$ cat src/rtl/mul8_dot_acc.sv
`default_nettype none
// +----------------------------------------------------------------------------+
// | Module      : mul8_dot_acc                                                 |
// | Description : Sums runs of LEN 16-bit products into a dot-product result   |
// |               returned over valid/ready. Optional saturation: define       |
// |               MUL8_DOT_ACC_SAT_EN.                                         |
// | Revision    : 1.0 - initial release                                        |
// +----------------------------------------------------------------------------+
module mul8_dot_acc #(
    parameter int LEN   = 16,
    parameter int ACC_W = 20
) (
    input  logic             clk,
    input  logic             rst,
    input  logic             clr,
    input  logic             in_valid,
    output logic             in_ready,
    input  logic [15:0]      in_prod,
    output logic             out_valid,
    input  logic             out_ready,
    output logic [ACC_W-1:0] out_sum,
    output logic             out_ovf,
    output logic             busy
);
    localparam int                 c_cnt_w    = $clog2(LEN + 1);
    localparam logic [1:0]         c_st_idle  = 2'd0;
    localparam logic [1:0]         c_st_acc   = 2'd1;
    localparam logic [1:0]         c_st_done  = 2'd2;
    localparam logic [c_cnt_w-1:0] c_cnt_last = c_cnt_w'(LEN - 1);
    localparam logic               c_single   = (LEN == 1);

    if (LEN < 1 || LEN > 1024) begin : g_len_bad
        $error("mul8_dot_acc: LEN must be in 1..1024");
    end
    if (ACC_W < 16 || ACC_W > 32) begin : g_acc_w_bad
        $error("mul8_dot_acc: ACC_W must be in 16..32");
    end

    logic [1:0]         state_q, state_d;
    logic [ACC_W-1:0]   acc_q, acc_d;
    logic [c_cnt_w-1:0] cnt_q, cnt_d;
    logic [ACC_W-1:0]   out_sum_q, out_sum_d;
    logic               out_valid_q, out_valid_d;
    logic               in_ready_q, in_ready_d;

    logic [ACC_W-1:0]   prod_ext;
    logic [ACC_W-1:0]   add_val;
    logic               accept, first, add, finish, handoff;

    assign prod_ext = ACC_W'(in_prod);
    assign accept   = in_valid & in_ready_q & ~clr;
    assign first    = accept & (state_q == c_st_idle);
    assign add      = accept & (state_q == c_st_acc);
    assign finish   = (first & c_single) | (add & (cnt_q == c_cnt_last));
    assign handoff  = out_valid_q & out_ready & (state_q == c_st_done);

`ifdef MUL8_DOT_ACC_SAT_EN
    logic             ovf_q, ovf_d;
    logic             out_ovf_q, out_ovf_d;
    logic             add_ovf;
    logic [ACC_W:0]   sum_ext;

    // Once clamped, the run stays clamped even if later products are zero.
    always_comb begin
        sum_ext = {1'b0, acc_q} + {1'b0, prod_ext};
        add_ovf = ovf_q | sum_ext[ACC_W];
        add_val = add_ovf ? {ACC_W{1'b1}} : sum_ext[ACC_W-1:0];
    end

    always_comb begin
        ovf_d     = ovf_q;
        out_ovf_d = out_ovf_q;
        if (clr) begin
            ovf_d     = 1'b0;
            out_ovf_d = 1'b0;
        end else begin
            if (first) begin
                ovf_d = 1'b0;
            end else if (add) begin
                ovf_d = add_ovf;
            end
            if (finish) begin
                out_ovf_d = first ? 1'b0 : add_ovf;
            end
        end
    end

    always_ff @(posedge clk or posedge rst) begin
        if (rst) begin
            ovf_q     <= 1'b0;
            out_ovf_q <= 1'b0;
        end else begin
            ovf_q     <= ovf_d;
            out_ovf_q <= out_ovf_d;
        end
    end

    assign out_ovf = out_ovf_q;
`else
    assign add_val = acc_q + prod_ext;
    assign out_ovf = 1'b0;
`endif

    always_ff @(posedge clk or posedge rst) begin
        if (rst) begin
            state_q     <= c_st_idle;
            acc_q       <= '0;
            cnt_q       <= '0;
            out_sum_q   <= '0;
            out_valid_q <= 1'b0;
            in_ready_q  <= 1'b0;
        end else begin
            state_q     <= state_d;
            acc_q       <= acc_d;
            cnt_q       <= cnt_d;
            out_sum_q   <= out_sum_d;
            out_valid_q <= out_valid_d;
            in_ready_q  <= in_ready_d;
        end
    end

    always_comb begin
        state_d = state_q;
        if (clr) begin
            state_d = c_st_idle;
        end else begin
            case (state_q)
                c_st_idle: if (first)   state_d = c_single ? c_st_done : c_st_acc;
                c_st_acc:  if (finish)  state_d = c_st_done;
                c_st_done: if (handoff) state_d = c_st_idle;
                default:                state_d = c_st_idle;
            endcase
        end
    end

    always_comb begin
        acc_d     = acc_q;
        cnt_d     = cnt_q;
        out_sum_d = out_sum_q;
        if (clr) begin
            acc_d = '0;
            cnt_d = '0;
        end else begin
            if (first) begin
                acc_d = prod_ext;
                cnt_d = c_cnt_w'(1);
            end else if (add) begin
                acc_d = add_val;
                cnt_d = cnt_q + c_cnt_w'(1);
            end else if (handoff) begin
                cnt_d = '0;
            end
            if (finish) begin
                out_sum_d = first ? prod_ext : add_val;
            end
        end
        // Registered from next state so in_ready never sees in_valid combinationally.
        out_valid_d = (state_d == c_st_done);
        in_ready_d  = (state_d != c_st_done);
    end

    assign in_ready  = in_ready_q;
    assign out_valid = out_valid_q;
    assign out_sum   = out_sum_q;
    assign busy      = (state_q == c_st_acc);

endmodule
`default_nettype wire

$ cat config.mk
export PLATFORM = sky130hd
export DESIGN_NAME = mul8_dot_acc
export DESIGN_NICKNAME = d
export VERILOG_FILES = /design/src/rtl/mul8_dot_acc.sv
export SDC_FILE = /design/constraint.sdc
export NUM_CORES = 1
export LEC_CHECK = 0
export CAP_MARGIN = 20
export CORE_MARGIN = 5
export CORE_UTILIZATION = 51
export CTS_BUF_LIST = sky130_fd_sc_hd__clkbuf_8
export DETAILED_ROUTE_END_ITERATION = 10
export GPL_TIMING_DRIVEN = 0
export PLACE_DENSITY = 0.79
export RECOVER_POWER = 50
export SYNTH_ARGS = -nofsm -noshare
export SYNTH_HDL_FRONTEND = slang
export SYNTH_SLANG_ARGS = --single-unit
$ cat constraint.sdc
create_clock -name clk -period 2.3 [get_ports clk]
set_input_delay 0.23 -clock clk [delete_from_list [all_inputs] [get_ports clk]]
set_output_delay 0.23 -clock clk [all_outputs]
set_load 0.01 [all_outputs]
### After elaboration in Yosys (flattened, before gate mapping)

Index checks and enable logic that the tools add are counted.

| storage, ports and cells | value |
|---|---|
| register bits | 49 |
| input port bits | 21 |
| output and inout port bits | 24 |
| word-level logic and storage cells | 38 |

| cells by class | value |
|---|---|
| add/sub/neg operators | 2 |
| equal/unequal tests | 5 |
| muxes and demuxes | 13 |
| bitwise logic cells | 8 |
| reductions and logical operators | 4 |

Operators with widths:

| kind | count |
|---|---|
| 2-to-1 mux 20 bit | 4 |
| adder 20 x 16 -> 20 bit | 1 |
| 2-to-1 mux 5 bit | 4 |
| 2-to-1 mux 2 bit | 4 |
| AND 1 bit | 7 |
| one-hot mux 2 bit (3 select lines) | 1 |
| adder 5 x 1 -> 5 bit, second input constant | 1 |
| == test 5 x 4 -> 1 bit, second input constant | 1 |
| == test 2 bit, second input constant | 2 |
| nonzero test 4 bit | 1 |
| nonzero test 3 bit | 1 |
| == test 2 x 1 -> 1 bit, second input constant | 1 |
| zero test 2 bit | 1 |
| inequality test 2 bit, second input constant | 1 |
| AND reduction 2 bit | 1 |
| NOT 1 bit | 1 |

### Logic depth before layout (Yosys ltp)

| logic depth | value |
|---|---|
| word-level depth | 8 |
| mapped depth | 9 |
| mapped depth without buffers | 9 |

### Worst setup path after synthesis

OpenSTA, ideal clock, no wires.

| timing path | value |
|---|---|
| path kind | register to register |
| start | register acc_q[0] |
| end | register acc_q[18] |
| setup time | 124 ps |
| arrival | 2168 ps |
| data required time | 2176 ps |
| slack | 8 ps |
| stages on the path, launching flop included | 10 |
| path buffers | 0 |
| period minus slack after synthesis | 2292 ps |
| cell sequence | dfrtp_1 > ha_1 > fa_1 > a21o_1 > nand4_1 > a21oi_1 > a221oi_2 > o21ai_2 > and4_1 > a211o_1 |

| on the way | value |
|---|---|
| cells in the longest elaborated chain, start to end | 4 |

RTL lines:

| item | RTL line | text |
|---|---|---|
| start, declared | 40 | `logic [ACC_W-1:0] acc_q, acc_d;` |
| start signal, assigned | 107 | `acc_q <= '0;` |
| start signal, assigned | 114 | `acc_q <= acc_d;` |
| adder 20 x 16 -> 20 bit | 100 | `assign add_val = acc_q + prod_ext;` |
| 2-to-1 mux 20 bit | 147 | `end else if (add) begin` |
| 2-to-1 mux 20 bit | 144 | `if (first) begin` |
| 2-to-1 mux 20 bit | 140 | `if (clr) begin` |

Every way passes these cells. The select of a mux whose other input is x is not followed.
A chain may end at the register's enable or synchronous reset.

### Final worst setup path

Same ends and word-level chain as after synthesis.

==> summary.md <==
| Metric | Value |
|---|---|
| Die area | around 7700 um2 |
| PortBufs | 43 |
| Worst vdd ir | around 0.32 mV |
| Final ANT Viol Nets | 0 |
| Flops & latches, synth | just under 50 |
| Max Cap Violations | 0 |
| Slew @ Worst Pin | between 0.8 and 0.9 ns |
| Worst path slowest cell | dfrtp_1 |
| Largest net degree at the start of global routing | 33 |
| Core ar. | around 6000 um2 |
| Simple-gate share of the synthesized area | 18.3% |
| Syn_area_per_cell | 8.91 um2 |
| Mapped Cells | between 300 and 400 |
| DRT Wirelength | 8380 um |
| Synth Area in XOR/XNOR | between 4 and 5% |
| Leak | about 1.8 nW |
| Slew Viols, Final | 0 |
| Largest family of logic cells by synthesized area | compound AO/OA/AOI/OAI gates |
| Min-delay worst type | in -> reg |
| Vias | roughly 2800 |
| Row cnt | 28 |
| Vias in the first global route | roughly 2800 |
| Post-layout min period | roughly 2.3 ns |
| Vias per inst | just under 6 |
| RSZ-0062 raised after global routing | true |
| Clock root buffer | clkbuf_8 |
| Mapped cell area | just over 3000 um2 |
| CP Data Required Time | between 2 and 3 ns |
| Die height | between 80 and 90 um |
| CP peak stage delay | 0.42 ns |
| YS warnings | 0 |
| DR pass1 iterations | 5 |
| Failing checks | negative setup slack |
| GRT overflow | 0 |
| RePlAce Congestion | between 0.8 and 0.9 |
| Post-synthesis adder-cell area fraction | under 10% |
| Final worst slack | -0.0500 ns |
| Top FF cell, synth | dfrtp_1 |
| Crit path kind | reg -> reg |
| HPWL after DPL | around 6000 um |
| Async SR Flop Fraction | between 90% and 100% |
| Pre-CTS WS | -0.524 ns |
| Post-synth EDFFs | 0 |
| Syn nets | just under 400 |
| Layout cell share with drive strength beyond 1 | a little over an eighth |
| Diode count | 0 |
| Slew margin rel. | a little under half |
| Post-route cell area | approximately 3900 um2 |
| Synth top cells by count | 49 x dfrtp_1, 49 x nand2_1, 29 x o21ai_0, 24 x a21oi_1, 23 x nand3_1 |
| Final nets | 443 |
| Achievable frequency | roughly 0.43 GHz |
| First-pass GRT wire length | about 14000 um |
| Synth unique cells | ~50 |
| Top cell type's share of synthesized area | slightly below 40% |
| DRC violations left | 0 |
| Htree depth | 2 |
| Worst Clk Skew | between 0.01 and 0.015 ns |
| Most area-hungry cell type in the Yosys netlist | dfrtp_1 |
| Clock transition at path regs | roughly 0.1 ns |
| Mux contribution to synthesized area | under 10% |
| CP arrival | 2.55 ns |
| Sw Ratio | around a third |
| CTS tree | done |
| Hold Fails Final Rpt | 0 |
| Power per cell area | approximately 540 nW/um2 |
| Crit share post-route | 102% |
| CP Capture Type | flip-flop |
| GRT Resource Usage Total | between 20% and 30% |
| Sequential area share after synthesis | 39.8% |
| Clock Power Share | between 20% and 30% |
| Die boundary width | ~88 um |
| Cells after DPL | about 470 |
| CTS Buf Count | 5 |
| Starting Density | around 52% |
| DRT iter0 DRCs | 193 |
| CP cell instances | ha_4 -> fa_2 -> a21o_1 -> nand4_1 -> a21oi_2 -> a221oi_4 -> o21ai_2 -> and4_1 -> a211o_1 |
| Gate power share | about 31% |
| Syn-to-layout area delta | 25.3% |
| Internal power | approximately 1.4 mW |
| Dpl cell area | about 3600 um2 |
| CP startpoint kind | flip-flop |
| CTS sink cnt | 49 |
| Layout Cells excl Fill | ~480 |
| P_sw | around 700 uW |
| Sequential share of power | 44.4% |
| Fillers | around 500 |
| CTS max path bufs | 2 |
| Hold buffers post-CTS | 0 |
| Initial antenna violation count | 0 |
| Final Setup Violations | 5 |
| CP max FO | 3 |
| Post-synthesis compound-gate area fraction | between 20% and 30% |
| Outcome | finished, violations left |
| Top cells by area, synth | dfrtp_1 40%, ha_1 7.3%, nand2_1 6.0% |
| Skew-Pair Late Insertion Delay | ~0.31 ns |
| Ports | between 40 and 50 |
| Routed len/inst | 17.5 um |
-- worst paths after layout --
kind,startpoint,end,slack (ns),cells past startpoint
setup / recovery,acc_q[0],acc_q[18],-0.05,9
hold / removal,in_prod[4],acc_q[4],0.39,3
setup reg to reg,acc_q[0],acc_q[18],-0.05,9
hold reg to reg,out_sum[1],out_sum[1],0.47,2
max in group asynchronous,rst,acc_q[16],0.58,3
min in group asynchronous,rst,out_sum[1],0.47,2
-- critical path, delay by kind of cell (launching register included) --
kind	cells	cell delay (ns)
AO/OA/AOI/OAI	5	0.97
adder cells (fa/ha/maj)	2	0.52
flip-flops	1	0.42
AND/OR/NAND/NOR	2	0.34
-- sequential cells by signal, indices dropped and copies added, names as in the netlist --
signal and count:
state_q 2, out_valid 1, cnt_q 5, acc_q 20
in_ready 1, out_sum 20
-- placed cells by master, fill, tap and decap left out, types with 8 or more instances in the layout --
| cell type | n |
|---|---|
| nand2_1 | 49 |
| mux2i_1 | 8 |
| ha_1 | 16 |
| o21ai_0 | 27 |
| buf_4 | 11 |
| clkdlybuf4s50_1 | 35 |
| a21oi_1 | 19 |
| inv_1 | 9 |
| nor2_1 | 19 |
| nand3_1 | 23 |
| nand4_1 | 10 |
| dfrtp_1 | 49 |
| a21o_1 | 14 |
-- logic make-up after synthesis --
logic type | count (synthesis)
fa+ha+maj | 19
other cells | 1
buf+inv | 33
xor+xnor | 16
simple gates | 122
compound gates | 96
mux | 10
flops | 49
-- layer usage --
metal | routed length (um) | global-route usage (%) | share of wire (%)
met1 | 3690 | 30.0 | 44
met5 | 0 | 0 | 0
met3 | 394 | 3.86 | 4.7
met2 | 4140 | 38.0 | 49
met4 | 165 | 7.25 | 2.0
-- per-stage QoR --
stage                     hold slack (ns)  TNS [ns]  total power, mW  util [%]
after global routing                0.420    -0.626             2.18      65.6
after floorplan                     0.296         0             1.33         -
final                               0.389    -0.101             2.07      65.6
after detailed placement            0.458    -10.05             1.50      61.6
after CTS                           0.243   -0.0134             2.03      64.1
after global placement              0.451    -15.17             1.48      61.3
-- timing repair --
item / 4_1_cts / 5_1_grt
endpoints found under the hold margin: 0 / 0
setup buffers: 3 / 5
pin swaps: 5 / 10
setup endpoints to repair: 14 / 34
gates resized for setup: 9 / 18
-- power groups by stage --
stage	combinational (mW)	sequential (mW)	clock [mW]
after floorplan	0.403	0.927	0
after global placement	0.546	0.931	0
after detailed placement	0.563	0.933	0
after CTS	0.594	0.917	0.515
after global routing	0.705	0.923	0.556
final	0.648	0.920	0.505
-- area by class of cell --
class	instances	area (um2)	area share, %
Clock inverter	2	12.5	0.324
Timing Repair Buffer	52	502	13.0
Sequential cell	49	1230	31.7
Clock buffer	5	68.8	1.78
Multi-Input combinational cell	264	1790	46.2
Tap cell	75	93.8	2.43
Buffer	21	133	3.43
Inverter	10	41.3	1.07
(Power assumes the default switching activity.)
